<file path="src/rtl/mem_arb_pkg.sv">
// Shared definitions for the two-requester memory port arbiter:
// FSM state encoding, requester IDs, the latched request bundle and
// the counter width helper.
package mem_arb_pkg;

  // FSM state encoding (kept as plain constants for legacy tools)
  localparam logic [1:0] ST_IDLE   = 2'd0;
  localparam logic [1:0] ST_BUSY_A = 2'd1;
  localparam logic [1:0] ST_BUSY_B = 2'd2;

  // Requester identifiers, also the polarity of the shared mux select
  localparam logic REQ_A = 1'b0;
  localparam logic REQ_B = 1'b1;

  // Everything captured from the winning requester at grant time
  typedef struct packed {
    logic [31:0] addr;
    logic [31:0] wdata;
    logic        we;
  } mem_req_t;

  // Width of the access-latency down-counter; never narrower than one bit
  function automatic int cnt_width(input int lat);
    return (lat > 1) ? $clog2(lat) : 1;
  endfunction

endpackage

</file>
<file path="src/rtl/rr_arb2.sv">
// Combinational two-way round-robin grant. A lone requester always
// wins; on a tie the requester that was not granted last wins.
module rr_arb2
  import mem_arb_pkg::*;
(
  input  logic reqA,
  input  logic reqB,
  input  logic lastGrant,
  output logic grantValid,
  output logic grantId
);

  // Pick the winner from the current requests and the previous grant
  always_comb begin
    grantValid = reqA | reqB;
    grantId    = REQ_A;
    if (reqA && reqB) begin
      grantId = ~lastGrant;
    end else if (reqB) begin
      grantId = REQ_B;
    end
  end

endmodule

</file>
<file path="src/rtl/mem_port_arbiter.sv">
// Shares one single-ported 32-bit memory between instruction fetch (A)
// and load/store (B). A granted request is latched and held on the
// memory for MEM_LATENCY cycles, then a one-cycle done pulse returns
// the read data. Every access is followed by one IDLE turnaround cycle.
module mem_port_arbiter
  import mem_arb_pkg::*;
#(
  parameter int MEM_LATENCY = 2
) (
  input  logic        Clk,
  input  logic        Rst_n,
  input  logic        reqA,
  input  logic        reqB,
  input  logic [31:0] addrA,
  input  logic [31:0] addrB,
  input  logic [31:0] wdataA,
  input  logic [31:0] wdataB,
  input  logic        weA,
  input  logic        weB,
  output logic        doneA,
  output logic        doneB,
  output logic [31:0] rdata,
  output logic [31:0] memAddr,
  output logic [31:0] memWData,
  output logic        memWE,
  output logic        memRE,
  input  logic [31:0] memRData,
  output logic        sel
);

  localparam int               CNT_W    = cnt_width(MEM_LATENCY);
  localparam logic [CNT_W-1:0] CNT_LOAD = CNT_W'(MEM_LATENCY - 1);
  localparam logic [CNT_W-1:0] CNT_ONE  = CNT_W'(1);

  logic [1:0]       state_q, state_d;
  logic             last_grant_q, last_grant_d;
  // The mux select is kept apart from the tie-break history: after reset
  // the select must show A while the history says B so A wins a tie.
  logic             sel_q, sel_d;
  logic [CNT_W-1:0] cnt_q, cnt_d;
  mem_req_t         req_q, req_d;

  logic grant_valid;
  logic grant_id;
  logic busy;
  logic last_cycle;

  rr_arb2 u_rr_arb2 (
    .reqA       (reqA),
    .reqB       (reqB),
    .lastGrant  (last_grant_q),
    .grantValid (grant_valid),
    .grantId    (grant_id)
  );

  // Next-state logic: grant and latch in IDLE, count down while busy
  always_comb begin
    state_d      = state_q;
    last_grant_d = last_grant_q;
    sel_d        = sel_q;
    cnt_d        = cnt_q;
    req_d        = req_q;
    case (state_q)
      ST_IDLE: begin
        if (grant_valid) begin
          state_d      = (grant_id == REQ_B) ? ST_BUSY_B : ST_BUSY_A;
          last_grant_d = grant_id;
          sel_d        = grant_id;
          cnt_d        = CNT_LOAD;
          if (grant_id == REQ_B) begin
            req_d = '{addr: addrB, wdata: wdataB, we: weB};
          end else begin
            req_d = '{addr: addrA, wdata: wdataA, we: weA};
          end
        end
      end
      ST_BUSY_A, ST_BUSY_B: begin
        // Leave on the done cycle so the counter never wraps
        if (cnt_q == '0) begin
          state_d = ST_IDLE;
        end else begin
          cnt_d = cnt_q - CNT_ONE;
        end
      end
      default: begin
        state_d = ST_IDLE;
      end
    endcase
  end

  // State, counter and request latches; reset abandons any access
  always_ff @(posedge Clk or negedge Rst_n) begin
    if (!Rst_n) begin
      state_q      <= ST_IDLE;
      last_grant_q <= REQ_B;
      sel_q        <= REQ_A;
      cnt_q        <= '0;
      req_q        <= '0;
    end else begin
      state_q      <= state_d;
      last_grant_q <= last_grant_d;
      sel_q        <= sel_d;
      cnt_q        <= cnt_d;
      req_q        <= req_d;
    end
  end

  // Output decode: memory strobes while busy, done on the final count
  always_comb begin
    busy       = (state_q == ST_BUSY_A) || (state_q == ST_BUSY_B);
    last_cycle = busy && (cnt_q == '0);
    doneA      = last_cycle && (state_q == ST_BUSY_A);
    doneB      = last_cycle && (state_q == ST_BUSY_B);
    rdata      = (doneA || doneB) ? memRData : 32'd0;
    memAddr    = req_q.addr;
    memWData   = req_q.wdata;
    memWE      = busy && req_q.we;
    memRE      = busy && !req_q.we;
    sel        = sel_q;
  end

endmodule

</file>
<file path="config.mk">
export PLATFORM = sky130hd
export DESIGN_NAME = mem_port_arbiter
export DESIGN_NICKNAME = d
export VERILOG_FILES = /design/src/rtl/mem_arb_pkg.sv /design/src/rtl/rr_arb2.sv /design/src/rtl/mem_port_arbiter.sv
export SDC_FILE = /design/constraint.sdc
export NUM_CORES = 1
export LEC_CHECK = 0
export ABC_AREA = 1
export CAP_MARGIN = 25
export CORE_MARGIN = 2
export CORE_UTILIZATION = 42
export CTS_CLUSTER_DIAMETER = 200
export DETAILED_ROUTE_END_ITERATION = 12
export MAX_ROUTING_LAYER = met4
export PLACE_DENSITY_LB_ADDON = 0.15
export SLEW_MARGIN = 20
export SYNTH_ARGS = -nofsm -noshare
export SYNTH_HDL_FRONTEND = slang
export SYNTH_SLANG_ARGS = --single-unit
</file>
<file path="constraint.sdc">
create_clock -name Clk -period 3.97 [get_ports Clk]
set_input_delay 0.9925 -clock Clk [delete_from_list [all_inputs] [get_ports Clk]]
set_output_delay 0.9925 -clock Clk [all_outputs]
set_load 0.005 [all_outputs]
</file>
==> metrics.csv, run 1 <==
metric;value;unit
outcome;completed;
Total GRT Usage;24.4;%
fmax;0.292;GHz
Setup-failing EPs final;0;
P_leak;3.41;nW
Final min period;3.42;ns
drt pass-1 iters;6;
first-pass GRT wire length;21700;um
startpoint types;flop;
Most used DFF post-synth;dfrtp_1;
CP Class;flop to output pin;
Hold Buf Count CTS;0;
share of the synthesized area in the top cell type;37.5;%
DR DRC count;0;
Req. time, crit path;2.98;ns
Vias per Instance;4.83;
pwr/cell area;573;mW/mm^2
clock latency on the worst-skew pair;0.34;ns
Arrival @ worst endpoint;2.43;ns
period utilization;86.2;%
post-CTS resize count;0;
Pins Over Slew Limit;0;
placeable core area;0.0108;sq mm
CTS H-tree lvls;3;
Slew HR;38.4;%
Seq/Total Area, Yosys;38.0;%
routed via count;4668;
Routed WL;14100;um
Cells after DPL;950;
Port Buf Inserts;266;
total CTS buffers;9;
Hold Fails Final Rpt;0;
Worst Hold Class;flop to flop;
Async S/R FF share, synth;100;%
Final ANT Viol Nets;0;
Yosys Warn Count;0;
Max-Cap Viols;0;
Post-Synth XOR/XNOR Area;0;%
Syn Std Cell Area;0.00461;sq mm
Setup TNS;0;ns
flops & latches, synth;70;
leading cell type in the layout, fill and taps excluded;clkdlybuf4s50_1;
commonest non-fill, non-tap cells in the layout;264 x clkdlybuf4s50_1, 183 x nand2_1, 89 x inv_1;
compound-cell area share of the yosys netlist;0.407;%
Comb power frac;55.5;%
clk sinks;70;
clock skew;0.00890;ns
initial antenna violation count;0;
Synth Area in Adders;1.09;%
synth unique cells;18;
final HPWL from detailed placement;10400;um
Synth Area in Simple Gates;37.1;%
number of enable flip-flop cells after synthesis;0;
post-route setup slack;0.548;ns
n_diodes;0;
DR iter-0 viols;225;
DR WL/cell;14.6;um
largest net degree at the start of global routing;71;
Setup Slack @ Placement;0.753;ns
post-synthesis mux area share;0;%
Post-Syn Area per Cell;7.18;sq um
post-CTS setup repair buffer count;0;
largest family of logic cells by synthesized area;simple AND/OR/NAND/NOR gates;
Int Pwr;2.52;mW
CTS root buffer;clkbuf_8;
IO Count;267;
cells after synthesis;642;
RSZ-0062 raised after global routing;no;
maximum clock insertion buffer count;2;
Peak supply drop;0.301;mV
Clock Power Share;12.6;%
Area Overhead vs Synth;51.1;%
clock slew at reported path FFs;0.07;ns
Nets;991;
Worst-Margin Slew;0.925;ns
Synth area leaders;dfrtp_1 37%, nand2_1 15%, buf_4 12%;
Syn Nets;812;
Worst setup EP type;output pin;
switch share;36.9;%
sequential share of power;32.0;%
die area;0.0118;sq mm
Die Y;109;um
GRT overflow;0;
row cnt;38;
routability cong.;0.827;
CTS tree;yes;
initial core utilization;42.7;%
cell accounting for the most synthesized area;dfrtp_1;
Post-Layout Cell Count;966;
CP Max Fanout;32;
fraction of layout cells with a size suffix above 1;3.39;%
vias in the first global route;4441;
switching power;1.47;mW
Die X;109;um
==> routing by layer <==
metal | routed length [um] | GRT usage, % | vias to the layer above
met3 | 1140 | 5.02 | 36
met1 | 5320 | 26.5 | 2164
li1 | - | - | 2258
met4 | 590 | 12.5 | 0
met2 | 7040 | 42.2 | 210
met5 | 0 | - | -
==> layout make-up <==
| type | instances | area (sq um) |
|---|---|---|
| flip-flops and latches | 70 | 1750 |
| inverters | 92 | 345 |
| fillers | 962 | 3830 |
| multi-input cells | 375 | 1800 |
| repair buffers | 273 | 2730 |
| clock buffers | 16 | 160 |
| well taps | 140 | 175 |
==> flip-flops by register name (all words and copies together) (netlist names) <==
signal        flops
memWData         32
last_grant_q      1
memAddr          32
cnt_q             1
req_q             1
state_q           2
sel               1
==> critical path, cell delays in order, from the launching register on <==
cell and delay, ns:
dfrtp_1 0.40, inv_1 0.08, ha_1 0.34, inv_2 0.05
nor2_1 0.09, nand2_1 0.08, inv_2 0.07, nor2_2 0.03
buf_4 0.22, nor2_1 0.20, clkdlybuf4s50_1 0.53
==> cell families after synthesis <==
logic type               count (synthesis)
flip-flops                              70
AO/OA/AOI/OAI                            3
buffers and inverters                  197
AND/OR/NAND/NOR                        368
adder cells (fa/ha/maj)                  4
==> power by group through the flow <==
stage | sequential, mW | clock [mW] | combinational (mW)
2_1_floorplan | 1.24 | 0 | 1.46
3_3_place_gp | 1.27 | 0 | 2.21
3_5_place_dp | 1.28 | 0 | 2.25
4_1_cts | 1.28 | 0.522 | 2.26
5_1_grt | 1.33 | 0.556 | 2.45
6_report | 1.28 | 0.502 | 2.21
==> metrics by stage <==
step	hold WS [ns]	area, sq um	util (%)	total power [mW]
after floorplan	0.442	4610	-	2.69
after global placement	0.459	6810	63.1	3.48
after detailed placement	0.464	6810	63.1	3.53
after CTS	0.475	6970	64.5	4.05
after global routing	0.496	6970	64.5	4.33
final	0.474	6970	64.5	3.99
==> synth_stat cells (3+ instances only) <==
| cell | instances |
|---|---|
| nand2_1 | 185 |
| inv_1 | 89 |
| nand3_1 | 80 |
| buf_4 | 71 |
| dfrtp_1 | 69 |
| nand3b_1 | 52 |
| nor2_1 | 37 |
| buf_2 | 20 |
| nand4_1 | 13 |
| buf_6 | 6 |
| clkbuf_1 | 6 |
| ha_1 | 4 |
| inv_2 | 3 |
==> final timing paths <==
check | start | endpoint | slack [ns] | cells past startpoint
max in group asynchronous | Rst_n | memWData[17]$_DFFE_PN0P_ | 2.58 | 1
min in group asynchronous | Rst_n | memAddr[2]$_DFFE_PN0P_ | 0.76 | 1
hold reg to reg | last_grant_q$_DFFE_PN1P_ | last_grant_q$_DFFE_PN1P_ | 0.47 | 2
setup / recovery | state_q[1]$_DFFE_PN0P_ | rdata[7] | 0.55 | 10
setup reg to reg | state_q[0]$_DFFE_PN0P_ | memWData[13]$_DFFE_PN0P_ | 1.57 | 7
hold / removal | last_grant_q$_DFFE_PN1P_ | last_grant_q$_DFFE_PN1P_ | 0.47 | 2
Power figures use the tool's default switching activity.
==> run 2: changes to the inputs <==
==> constraint.sdc (replaced) <==
create_clock -name Clk -period 3.97 [get_ports Clk]
set_input_delay 0.9925 -clock Clk [delete_from_list [all_inputs] [get_ports Clk]]
set_output_delay 0.9925 -clock Clk [all_outputs]
set_load 0.02 [all_outputs]
==> run 2 against run 1 <==
- largest power group unchanged
- register-to-register slack got worse by 0.02 ns
- clock skew decreased by 0.0013 ns
- sequential share of layout area decreased by 0.090 points
- clock-buffer cell count decreased by 2
- combinational power increased by 23%
==> metrics.csv, run 2 (synthesized netlist as in run 1, its figures left out) <==
metric;value;unit;change
vias in the first global route;4599;;+3.6%
Hold Fails Final Rpt;0;;unchanged
R2R depth;7;;unchanged
Port Buf Inserts;266;;unchanged
R2R Setup Slk;1.55;ns;-0.02 ns
post-CTS setup repair buffer count;0;;unchanged
CTS root buffer;clkbuf_8;;
CP startpoint;state_q[0]$_DFFE_PN0P_;;
Final Hold Slack;0.477;ns;+0.00259 ns
reg-to-reg startpoint;state_q[0]$_DFFE_PN0P_;;
commonest non-fill, non-tap cells in the layout;264 x clkdlybuf4s50_1, 183 x nand2_1, 89 x inv_1;;
Setup-failing EPs final;0;;unchanged
startpoint types;flop;;
die area;0.0118;sq mm;unchanged
Comb power frac;60.2;%;+4.7 points
drt pass-1 iters;5;;-1
Slew HR;39.8;%;+1.5 points
Die Y;109;um;unchanged
total CTS buffers;9;;unchanged
initial core utilization;42.7;%;unchanged
sequential share of power;28.5;%;-3.5 points
final HPWL from detailed placement;10600;um;+1.8%
P_leak;3.43;nW;+0.53%
Nets;993;;+0.20%
Arrival @ worst endpoint;2.53;ns;+0.10 ns
clock skew;0.00760;ns;-0.00130 ns
Peak supply drop;0.308;mV;+2.2%
Worst Hold Class;flop to flop;;
DR iter-0 viols;254;;+13%
Die X;109;um;unchanged
CP Class;flop to output pin;;
clk sinks;70;;unchanged
Setup TNS;0;ns;unchanged
largest net degree at the start of global routing;71;;unchanged
outcome;completed;;
post-CTS resize count;0;;unchanged
period utilization;88.8;%;+2.6 points
n_diodes;0;;unchanged
switch share;43.9;%;+7.0 points
Worst-Margin Slew;0.899;ns;-0.0253 ns
Vias per Instance;4.81;;-0.42%
Final min period;3.52;ns;+0.102 ns
Final ANT Viol Nets;0;;unchanged
fraction of layout cells with a size suffix above 1;3.86;%;+0.47 points
CTS tree;yes;;
clock slew at reported path FFs;0.07;ns;about the same
Hold Buf Count CTS;0;;unchanged
routed via count;4658;;-0.21%
Req. time, crit path;2.98;ns;about the same
maximum clock insertion buffer count;2;;unchanged
CP Max Fanout;32;;unchanged
DR DRC count;0;;unchanged
HP Start;last_grant_q$_DFFE_PN1P_;;
first-pass GRT wire length;22300;um;+3.0%
RSZ-0062 raised after global routing;no;;
Total GRT Usage;25.0;%;+0.54 points
fmax;0.284;GHz;-2.9%
Worst setup EP type;output pin;;
switching power;1.97;mW;+34%
Clock Power Share;11.3;%;-1.3 points
row cnt;38;;unchanged
GRT overflow;0;;unchanged
crit path to;rdata[7];;
initial antenna violation count;0;;unchanged
IO Count;267;;unchanged
leading cell type in the layout, fill and taps excluded;clkdlybuf4s50_1;;
Area Overhead vs Synth;51.7;%;
DR WL/cell;14.7;um;+0.74%
Reg-to-Reg End;memWData[15]$_DFFE_PN0P_;;
clock latency on the worst-skew pair;0.34;ns;about the same
CTS H-tree lvls;3;;unchanged
placeable core area;0.0108;sq mm;unchanged
Pins Over Slew Limit;0;;unchanged
Max-Cap Viols;0;;unchanged
Int Pwr;2.52;mW;about the same
routability cong.;0.829;;+0.18%
Routed WL;14200;um;+0.95%
pwr/cell area;642;mW/mm^2;+12%
run 2: cell types whose count changed in the layout (fill, tap and decap cells not counted), sizes merged:
cell    previous run  this run
buf                9        11
clkbuf            16        14
clkinv             0         2
run 2: worst min path at each step:
stage | to | slack [ns] | depth (start not counted)
after floorplan | last_grant_q$_DFFE_PN1P_ | 0.44 | 2
after global placement | last_grant_q$_DFFE_PN1P_ | 0.46 | 2
after detailed placement | memWData[10]$_DFFE_PN0P_ | 0.46 | 2
after CTS | last_grant_q$_DFFE_PN1P_ | 0.48 | 2
after global routing | last_grant_q$_DFFE_PN1P_ | 0.50 | 2
final | last_grant_q$_DFFE_PN1P_ | 0.48 | 2
run 2: worst max-delay path: stages, from the launching register on:
cell and delay [ns]:
dfrtp_1 0.41, inv_1 0.08, ha_1 0.35, inv_2 0.05, nor2_1 0.08, nand2_1 0.07, inv_2 0.07, nor2_2 0.03
buf_4 0.23, nor2_1 0.19, clkdlybuf4s50_1 0.63
run 2: layer usage:
layer	share of wire [%]	routed length (um)	up-vias	global-route usage, %
met2	51	7200	194	44.2
met3	8.3	1180	31	5.20
li1	-	-	2261	-
met5	0	0	-	-
met4	3.3	465	0	11.6
met1	38	5370	2172	26.7
run 2: cell type report:
type,count,area [sq um]
Clock buffer,14,153
Tap cell,140,175
Clock inverter,2,10.0
Inverter,92,345
Fill cell,958,3800
Sequential cell,70,1750
Timing Repair Buffer,275,2760
Multi-Input combinational cell,375,1800
run 2: stage by stage:
stage               power (mW)  worst slack [ns]  cell area, sq um  cells  util, %
floorplan                 3.21              1.39              4610    642        -
detailed placement        4.02             0.647              6800    951     63.0
global placement          3.97             0.658              6800    951     63.0
CTS                       4.54             0.393              6960    967     64.5
global route              4.83             0.210              6990    968     64.8
finish                    4.49             0.445              6990    968     64.8
run 2: power by group through the flow:
stage | Combinational (mW) | Sequential [mW] | Clock (mW)
2_1_floorplan | 1.96 | 1.24 | 0
3_3_place_gp | 2.69 | 1.27 | 0
3_5_place_dp | 2.73 | 1.29 | 0
4_1_cts | 2.74 | 1.28 | 0.521
5_1_grt | 2.95 | 1.33 | 0.561
6_report | 2.71 | 1.28 | 0.507
